## config.mk

```make
export PLATFORM = sky130hd
export DESIGN_NAME = pong_match_ctrl
export DESIGN_NICKNAME = d
export VERILOG_FILES = /design/src/rtl/pong_match_ctrl.sv
export SDC_FILE = /design/constraint.sdc
export NUM_CORES = 1
export LEC_CHECK = 0
export ABC_AREA = 1
export CAP_MARGIN = 10
export CELL_PAD_IN_SITES_DETAIL_PLACEMENT = 0
export CELL_PAD_IN_SITES_GLOBAL_PLACEMENT = 1
export CORE_MARGIN = 3
export CORE_UTILIZATION = 43
export DETAILED_ROUTE_END_ITERATION = 10
export PLACE_DENSITY = 0.94
export SLEW_MARGIN = 20
export SYNTH_ARGS = -nofsm -noshare
export SYNTH_HDL_FRONTEND = slang
export SYNTH_SLANG_ARGS = --single-unit
```

## constraint.sdc

```tcl
create_clock -name clk -period 3.2 [get_ports clk]
set_input_delay 0.32 -clock clk [delete_from_list [all_inputs] [get_ports clk]]
set_output_delay 0.32 -clock clk [all_outputs]
set_load 0.01 [all_outputs]
```

## src/rtl/pong_match_ctrl.sv

```systemverilog
// Match sequencer for pong: vsync frame ticks, round FSM, scores and ball-engine controls.
// Build option: define PONG_WIN_BY_TWO_EN to require a two-point lead to win (deuce play).
module pong_match_ctrl #(
    parameter int unsigned WIN_SCORE    = 11,
    parameter int unsigned SCORE_W      = 4,
    parameter int unsigned SERVE_FRAMES = 60,
    parameter int unsigned POINT_FRAMES = 90,
    parameter bit          VSYNC_POL    = 1'b0
) (
    input  logic               clk,
    input  logic               reset,
    input  logic               vsync,
    input  logic               start,
    input  logic               miss_left,
    input  logic               miss_right,
    output logic [2:0]         state,
    output logic               ball_reset,
    output logic               ball_run,
    output logic               serve_dir,
    output logic [SCORE_W-1:0] score1,
    output logic [SCORE_W-1:0] score2,
    output logic               game_over,
    output logic               winner
);

    localparam int unsigned MAX_FRAMES = (SERVE_FRAMES > POINT_FRAMES) ? SERVE_FRAMES : POINT_FRAMES;
    localparam int unsigned CNT_W      = $clog2(MAX_FRAMES + 1);

    localparam logic [CNT_W-1:0]   SERVE_CNT = CNT_W'(SERVE_FRAMES);
    localparam logic [CNT_W-1:0]   POINT_CNT = CNT_W'(POINT_FRAMES);
    localparam logic [SCORE_W:0]   WIN_TGT   = (SCORE_W+1)'(WIN_SCORE);
    localparam logic [SCORE_W-1:0] SCORE_SAT = '1;

    typedef enum logic [2:0] {
        ST_IDLE  = 3'd0,
        ST_SERVE = 3'd1,
        ST_PLAY  = 3'd2,
        ST_POINT = 3'd3,
        ST_OVER  = 3'd4
    } state_e;

    state_e             state_q;
    state_e             next_state;
    logic [CNT_W-1:0]   cnt_q;
    logic [CNT_W-1:0]   cnt_d;
    logic               vs_q;
    logic               vs_qq;
    logic               start_q;
    logic               frame_tick;
    logic               clear_scores;
    logic [SCORE_W-1:0] score1_d;
    logic [SCORE_W-1:0] score2_d;
    logic               serve_dir_d;
    logic               winner_d;
    logic               ball_reset_d;
    logic               ball_run_d;
    logic               game_over_d;

    // Saturating score increment.
    function automatic logic [SCORE_W-1:0] sat_inc(input logic [SCORE_W-1:0] s);
        return (s == SCORE_SAT) ? s : s + SCORE_W'(1);
    endfunction

    // True when player a has won against b; saturation always ends the match.
    function automatic logic wins(input logic [SCORE_W-1:0] a, input logic [SCORE_W-1:0] b);
        logic lead;
`ifdef PONG_WIN_BY_TWO_EN
        lead = ({1'b0, a} >= ({1'b0, b} + (SCORE_W+1)'(2)));
`else
        lead = (a > b);
`endif
        return ((({1'b0, a} >= WIN_TGT) && lead) || (a == SCORE_SAT));
    endfunction

    assign frame_tick = (vs_q == VSYNC_POL) && (vs_qq != VSYNC_POL);
    assign state      = state_q;

    // Next-state, counter, score and output decode.
    always_comb begin
        next_state   = state_q;
        cnt_d        = cnt_q;
        score1_d     = score1;
        score2_d     = score2;
        serve_dir_d  = serve_dir;
        winner_d     = winner;
        clear_scores = 1'b0;

        case (state_q)
            ST_IDLE: begin
                if (start) begin
                    next_state   = ST_SERVE;
                    clear_scores = 1'b1;
                end
            end
            ST_SERVE: begin
                if (cnt_q == SERVE_CNT) begin
                    next_state = ST_PLAY;
                end else if (frame_tick) begin
                    cnt_d = cnt_q + CNT_W'(1);
                end
            end
            ST_PLAY: begin
                if (miss_left && miss_right) begin
                    next_state = ST_SERVE;
                end else if (miss_left) begin
                    score2_d    = sat_inc(score2);
                    serve_dir_d = 1'b0;
                    next_state  = ST_POINT;
                end else if (miss_right) begin
                    score1_d    = sat_inc(score1);
                    serve_dir_d = 1'b1;
                    next_state  = ST_POINT;
                end
            end
            ST_POINT: begin
                if (cnt_q == POINT_CNT) begin
                    if (wins(score1, score2) || wins(score2, score1)) begin
                        next_state = ST_OVER;
                        winner_d   = (score2 > score1);
                    end else begin
                        next_state = ST_SERVE;
                    end
                end else if (frame_tick) begin
                    cnt_d = cnt_q + CNT_W'(1);
                end
            end
            ST_OVER: begin
                if (start && !start_q) begin
                    next_state   = ST_SERVE;
                    clear_scores = 1'b1;
                end
            end
            default: next_state = ST_IDLE;
        endcase

        if (clear_scores) begin
            score1_d = '0;
            score2_d = '0;
        end

        // Timed states always start counting from zero.
        if ((next_state != state_q) && ((next_state == ST_SERVE) || (next_state == ST_POINT))) begin
            cnt_d = '0;
        end

        ball_reset_d = (next_state == ST_SERVE) && (state_q != ST_SERVE);
        ball_run_d   = (next_state == ST_PLAY);
        game_over_d  = (next_state == ST_OVER);
    end

    // State and registered outputs.
    always_ff @(posedge clk or posedge reset) begin
        if (reset) begin
            state_q    <= ST_IDLE;
            cnt_q      <= '0;
            vs_q       <= ~VSYNC_POL;
            vs_qq      <= ~VSYNC_POL;
            start_q    <= 1'b0;
            score1     <= '0;
            score2     <= '0;
            serve_dir  <= 1'b1;
            winner     <= 1'b0;
            ball_reset <= 1'b0;
            ball_run   <= 1'b0;
            game_over  <= 1'b0;
        end else begin
            state_q    <= next_state;
            cnt_q      <= cnt_d;
            vs_q       <= vsync;
            vs_qq      <= vs_q;
            start_q    <= start;
            score1     <= score1_d;
            score2     <= score2_d;
            serve_dir  <= serve_dir_d;
            winner     <= winner_d;
            ball_reset <= ball_reset_d;
            ball_run   <= ball_run_d;
            game_over  <= game_over_d;
        end
    end

endmodule

```

==> impl_metrics.ini, run 1 <==
[sta]
final.setup_skew_ns = 0.00184
rsz0062_at_grt = false
fin_setup_tns_ns = 0
setup_viol = 0
fmax_ghz = 0.547
final_max_slew_viol_count = 0
hold_viol = 0
slew_headroom = 0.364
post-route-min-period_ns = 1.83
worstMarginPinSlew_ns = 0.953
worst_slack_ns = 1.37
fin_crit_sh = 0.571

[power_and_ir_drop]
vdd_drop_max_mv = 0.215
p_leak_nw = 0.866
cellPowerDensity_mw_per_mm2 = 395

[clock_network]
postCtsResizedCells = 0
cts_max_level = 1
cts_setup_buffers = 0
clock_latency_ns = 0.27
clockBufferDepth = 2
cts_tree = built
path_clk_slew_ns = 0.09
cts_root_buffer = clkbuf_8
cts_buffers = 3
cts.sinks = 26
hold_buffers = 0

[global_route]
grt_pass1_vias = 1182
top_usage_layer = met1
antenna_found_initial = 0
grt_max_degree = 27
met3_usage = 0.0304
use_met1 = 0.219
grt_pass1_wl_um = 5060
grt.total_usage = 0.148
gr-total-overflow = 0
met2_usage = 0.209

[die]
dieArea_mm2 = 0.00443
ios = 22
core-area_mm2 = 0.00344
rows = 21
die_h_um = 66.5
initial_core_util = 0.458
die_x_um = 66.5

[synth]
synth.area.top_cells = dfrtp_1 37%, inv_1 8.6%, ha_1 7.9%
yosysTopAreaCell = dfrtp_1
yosysUniqueCellTypes = 31
ys_async_sr_fraction = 1.00
synth-seq-cells = 26
syn-cell-area_mm2 = 0.00158
synth_edf_count = 0
synth.yosys.seq_area_share = 0.415
synth_top_cell_area_share = 0.365
syn_inst = 186
synth_nets = 202
yosys_warnings = 0
synth.avg_cell_area_um2 = 8.47
ys.flop_type = dfrtp_1

[worst_setup_path]
cp_slowest_cell = dfrtp_1
cp_top_family = compound AO/OA/AOI/OAI gates
start_kind = register
end_kind = register
cp_num_cells = 8
criticalPathCategory = register to register
worstPathArrival_ns = 1.98
cp_max_fo = 7
worstPathRequired_ns = 3.35
r2r_cells = 8
worst-path-buf-inv = 1
critical_path.max_stage_delay_ns = 0.40
crit_top_cell = nand3_1
path_cells = inv_1, ha_1, a21oi_1, nand2_1, nand3_1, nand3_1, a21oi_4, nor2_1

[finish]
area_delta_synth_final_pct = 20.5
fin_nets = 228
layout_commonest_cell = inv_1
layout.cells.most_common_list = 36 x inv_1, 26 x nand2_1, 23 x dfrtp_1, 21 x clkdlybuf4s50_1, 20 x nand3_1
register_area_um2 = 654
n_fill_cell = 316
n_antenna_cell = 0
drive_gt1_frac = 0.156
multi_input_area_um2 = 774

[placed_design]
dp_slack_ns = 1.27
place_congestion = 0.852
dp_hpwl_um = 2270
port_buffers = 21

[detailed_routing]
wirelength_um = 2810
wl_per_cell_um = 10.9
via_per_inst = 4.83
ant_nets = 0
drc_errors = 0
num_vias = 1241
drt_iter0_markers = 72
dr.pass1.iters = 4

[worst_hold_path]
hold_depth = 0
hold_path_class = register to register

[status]
status = complete, no violations

[flow_run]
maxCapViolCount = 0
[per-layer routing]
layer | part of all wire | vias to the layer above
met5 | 0 | -
met4 | 0.018 | 0
met3 | 0.044 | 6
met2 | 0.42 | 26
met1 | 0.52 | 560
li1 | - | 649
[final timing paths]
path                                 from        end  slack [ns]
worst max-delay path            score1[3]   cnt_q[2]        1.37
min in group asynchronous           reset  score1[3]        0.58
worst max register to register  score1[3]   cnt_q[2]        1.37
max in group asynchronous           reset   cnt_q[4]        2.04
worst min register to register       vs_q      vs_qq        0.38
worst min-delay path                 vs_q      vs_qq        0.38
[cell usage after synthesis (2+ instances only)]
cell type,instances
ha_1,10
nor3_1,6
o21ai_1,2
nand3_2,2
inv_2,3
inv_1,36
nand2_1,26
nand3_1,20
nor3b_1,2
xor2_1,4
o21ai_0,7
nor2_4,2
o21ai_2,2
nand2_2,2
nor2_2,8
nor2_1,13
dfstp_2,3
a21oi_1,3
dfrtp_1,23
[kinds of logic (layout without fill, tap and decap cells)]
logic type | after synthesis | after routing | share of synthesized area
AND/OR/NAND/NOR | 89 | 89 | 0.316
buffers and inverters | 39 | 64 | 0.0929
flip-flops | 26 | 26 | 0.415
AO/OA/AOI/OAI | 18 | 18 | 0.0739
adder cells (fa/ha/maj) | 10 | 10 | 0.0794
XOR/XNOR | 4 | 4 | 0.0222
[through the flow]
stage,area (um2),utilization,power (mW),cells,hold WS [ns]
after global routing,1900,0.551,0.800,257,0.394
after floorplan,1580,-,0.500,186,0.324
final,1900,0.551,0.749,257,0.384
after global placement,1840,0.535,0.545,253,0.367
after detailed placement,1840,0.535,0.548,253,0.369
after CTS,1900,0.551,0.757,257,0.382
[flip-flops by register name, summed over array words and instances, names as in the netlist, 3 cells and up]
name,flops
cnt_q,7
score1,4
score2,4
state,3
[layout make-up]
type,instances,share of cell area
multi-input cells,121,0.408
flip-flops and latches,26,0.345
repair buffers,21,0.111
inverters,39,0.0771
well taps,46,0.0303
clock buffers,4,0.0290
[power by group]
part | internal [mW] | total (mW) | switching (mW)
registers | 0.357 | 0.387 | 0.0298
clock network | 0.110 | 0.209 | 0.0989
logic | 0.0648 | 0.154 | 0.0888
Note: power is estimated with default switching activity, not from simulation.
==> run 2, diff against run 1 <==
--- a/config.mk
+++ b/config.mk
@@ -10,9 +10,9 @@
 export CELL_PAD_IN_SITES_DETAIL_PLACEMENT = 0
 export CELL_PAD_IN_SITES_GLOBAL_PLACEMENT = 1
 export CORE_MARGIN = 3
-export CORE_UTILIZATION = 43
+export CORE_UTILIZATION = 36
 export DETAILED_ROUTE_END_ITERATION = 10
-export PLACE_DENSITY = 0.94
+export PLACE_DENSITY = 0.85
 export SLEW_MARGIN = 20
 export SYNTH_ARGS = -nofsm -noshare
 export SYNTH_HDL_FRONTEND = slang
==> constraint.sdc (replaced) <==
create_clock -name clk -period 1.5 [get_ports clk]
set_input_delay 0.15 -clock clk [delete_from_list [all_inputs] [get_ports clk]]
set_output_delay 0.15 -clock clk [all_outputs]
set_load 0.01 [all_outputs]
==> run 2 against run 1 <==
Compared with the run above: the run now ends with negative setup slack left; non-clock buffer count rose by 36; flip-flop and latch count unchanged; global-route usage shrank 0.23 points; first-iteration DRC count fell by 29%; critical path type unchanged; critical endpoint unchanged.
==> impl_metrics.ini, run 2 (synthesized netlist as in run 1, its figures left out) <==
[status]
status = finished with violations
violations = negative setup slack

[finish]
drive_gt1_frac = 0.397
layout_commonest_cell = buf_4
fin_nets = 264
largest_register_ffs = 7
area_delta_synth_final_pct = 47.8
reg_top3 = cnt_q x7, score1 x4, score2 x4
n_antenna_cell = 0
n_fill_cell = 374
final_util = 0.566
regMostFlops = cnt_q
layout.cells.most_common_list = 34 x buf_4, 29 x inv_1, 23 x dfrtp_1, 19 x nand2_1, 17 x nand3_1
multi_input_area_um2 = 910
register_area_um2 = 654
final_cells = 297

[die]
core-area_mm2 = 0.00412
die_x_um = 72.2
initial_core_util = 0.383
rows = 23
ios = 22
die_h_um = 72.2
dieArea_mm2 = 0.00521

[power_and_ir_drop]
total_power_mw = 1.89
p_leak_nw = 1.14
vdd_drop_max_mv = 0.532
cellPowerDensity_mw_per_mm2 = 814

[worst_setup_path]
critical_path.max_stage_delay_ns = 0.44
r2r_cells = 10
worstPathRequired_ns = 1.66
start_kind = register
crit_top_cell = nand2_2
path_cells = ha_4, nand2_2, nand2_2, nand2_2, nand3_2, nand2_2, inv_2, nand3_4, a21oi_4, nor2_1
cp_slowest_cell = dfrtp_1
end_kind = register
worstPathArrival_ns = 1.81
criticalPathCategory = register to register
cp_max_fo = 7

[placed_design]
dp_hpwl_um = 2680
dp_cells = 283
port_buffers = 21
place_congestion = 0.821

[global_route]
grt_max_degree = 27
grt.total_usage = 0.146
grt_pass1_wl_um = 5980
grt_pass1_vias = 1288
gr-total-overflow = 0
antenna_found_initial = 0

[detailed_routing]
ant_nets = 0
via_per_inst = 4.82
drc_errors = 0
drt_iter0_markers = 51
num_vias = 1432
wirelength_um = 3720
dr.pass1.iters = 4
wl_per_cell_um = 12.5

[sta]
fmax_ghz = 0.607
fin_crit_sh = 1.10
setup_viol = 12
fin_setup_tns_ns = -1.38
rsz0062_at_grt = true
post-route-min-period_ns = 1.65
worst_slack_ns = -0.147
worstMarginPinSlew_ns = 0.357
hold_viol = 0
slew_headroom = 0.762
final.setup_skew_ns = 0.00261
final_max_slew_viol_count = 0

[flow_run]
maxCapViolCount = 0

[clock_network]
cts_tree = built
cts_buffers = 3
cts_max_level = 1
clockBufferDepth = 2
cts_root_buffer = clkbuf_8
path_clk_slew_ns = 0.10
cts.sinks = 26
clock_latency_ns = 0.27

[worst_hold_path]
hold_path_class = input pin to asynchronous set/reset pin
==> run 2: cell types whose count changed in the layout (fill, tap and decap cells not counted), sizes merged <==
cell	before	now
clkdlybuf4s50	21	12
bufinv	0	1
clkbuf	4	5
buf	0	36
dlygate4sd2	0	3
dlymetal6s2s	0	4
==> run 2: routing by layer <==
layer,part of all wire,track usage
met1,0.50,0.212
met2,0.46,0.224
met4,0.012,0.0438
met3,0.032,0.0208
met5,0,0
==> run 2: layout make-up <==
cell class,count,share of cell area
repair buffers,57,0.208
flip-flops and latches,26,0.281
multi-input cells,121,0.391
clock inverters,1,0.0129
well taps,50,0.0269
inverters,39,0.0629
clock buffers,3,0.0177
==> run 2: path summary, 6_finish.rpt <==
kind | startpoint | endpoint | slack [ns]
worst min register to register | vs_q | vs_qq | 0.38
worst max-delay path | score2[1] | cnt_q[2] | -0.15
worst max register to register | score2[1] | cnt_q[2] | -0.15
worst min-delay path | reset | score1[3] | 0.23
min in group clk | vsync | vs_q | 0.27
max in group asynchronous | reset | vs_qq | 0.96
==> run 2: what timing repair did <==
| item | 4_1_cts | 5_1_grt |
|---|---|---|
| setup buffers | 3 | 7 |
| hold buffers | 0 | 0 |
| endpoints found under the setup margin | 14 | 24 |
| gates cloned | 0 | 0 |
| pin swaps | 3 | 16 |
| gates resized for setup | 6 | 36 |
==> run 2: through the flow <==
| step | area (um2) | hold slack (ns) | setup WS [ns] |
|---|---|---|---|
| final | 2330 | 0.225 | -0.147 |
| after global routing | 2330 | 0.257 | -0.245 |
| after CTS | 2160 | 0.239 | -0.0999 |
| after detailed placement | 2070 | 0.369 | -0.173 |
| after global placement | 2070 | 0.364 | -0.155 |
| after floorplan | 1600 | 0.154 | -0.0769 |
==> run 2: worst max-delay path: cells and delay by family (launching register included) <==
family / cells / cell delay (ns)
flip-flops: 1 / 0.44
AO/OA/AOI/OAI: 1 / 0.25
AND/OR/NAND/NOR: 7 / 0.48
adder cells (fa/ha/maj): 1 / 0.30
buffers and inverters: 1 / 0.07
==> run 2: power by group <==
part / internal, mW / total, mW / switching (mW)
sequential: 0.762 / 0.807 / 0.0443
clock: 0.357 / 0.591 / 0.234
combinational: 0.239 / 0.498 / 0.258
total: 1.36 / 1.89 / 0.536
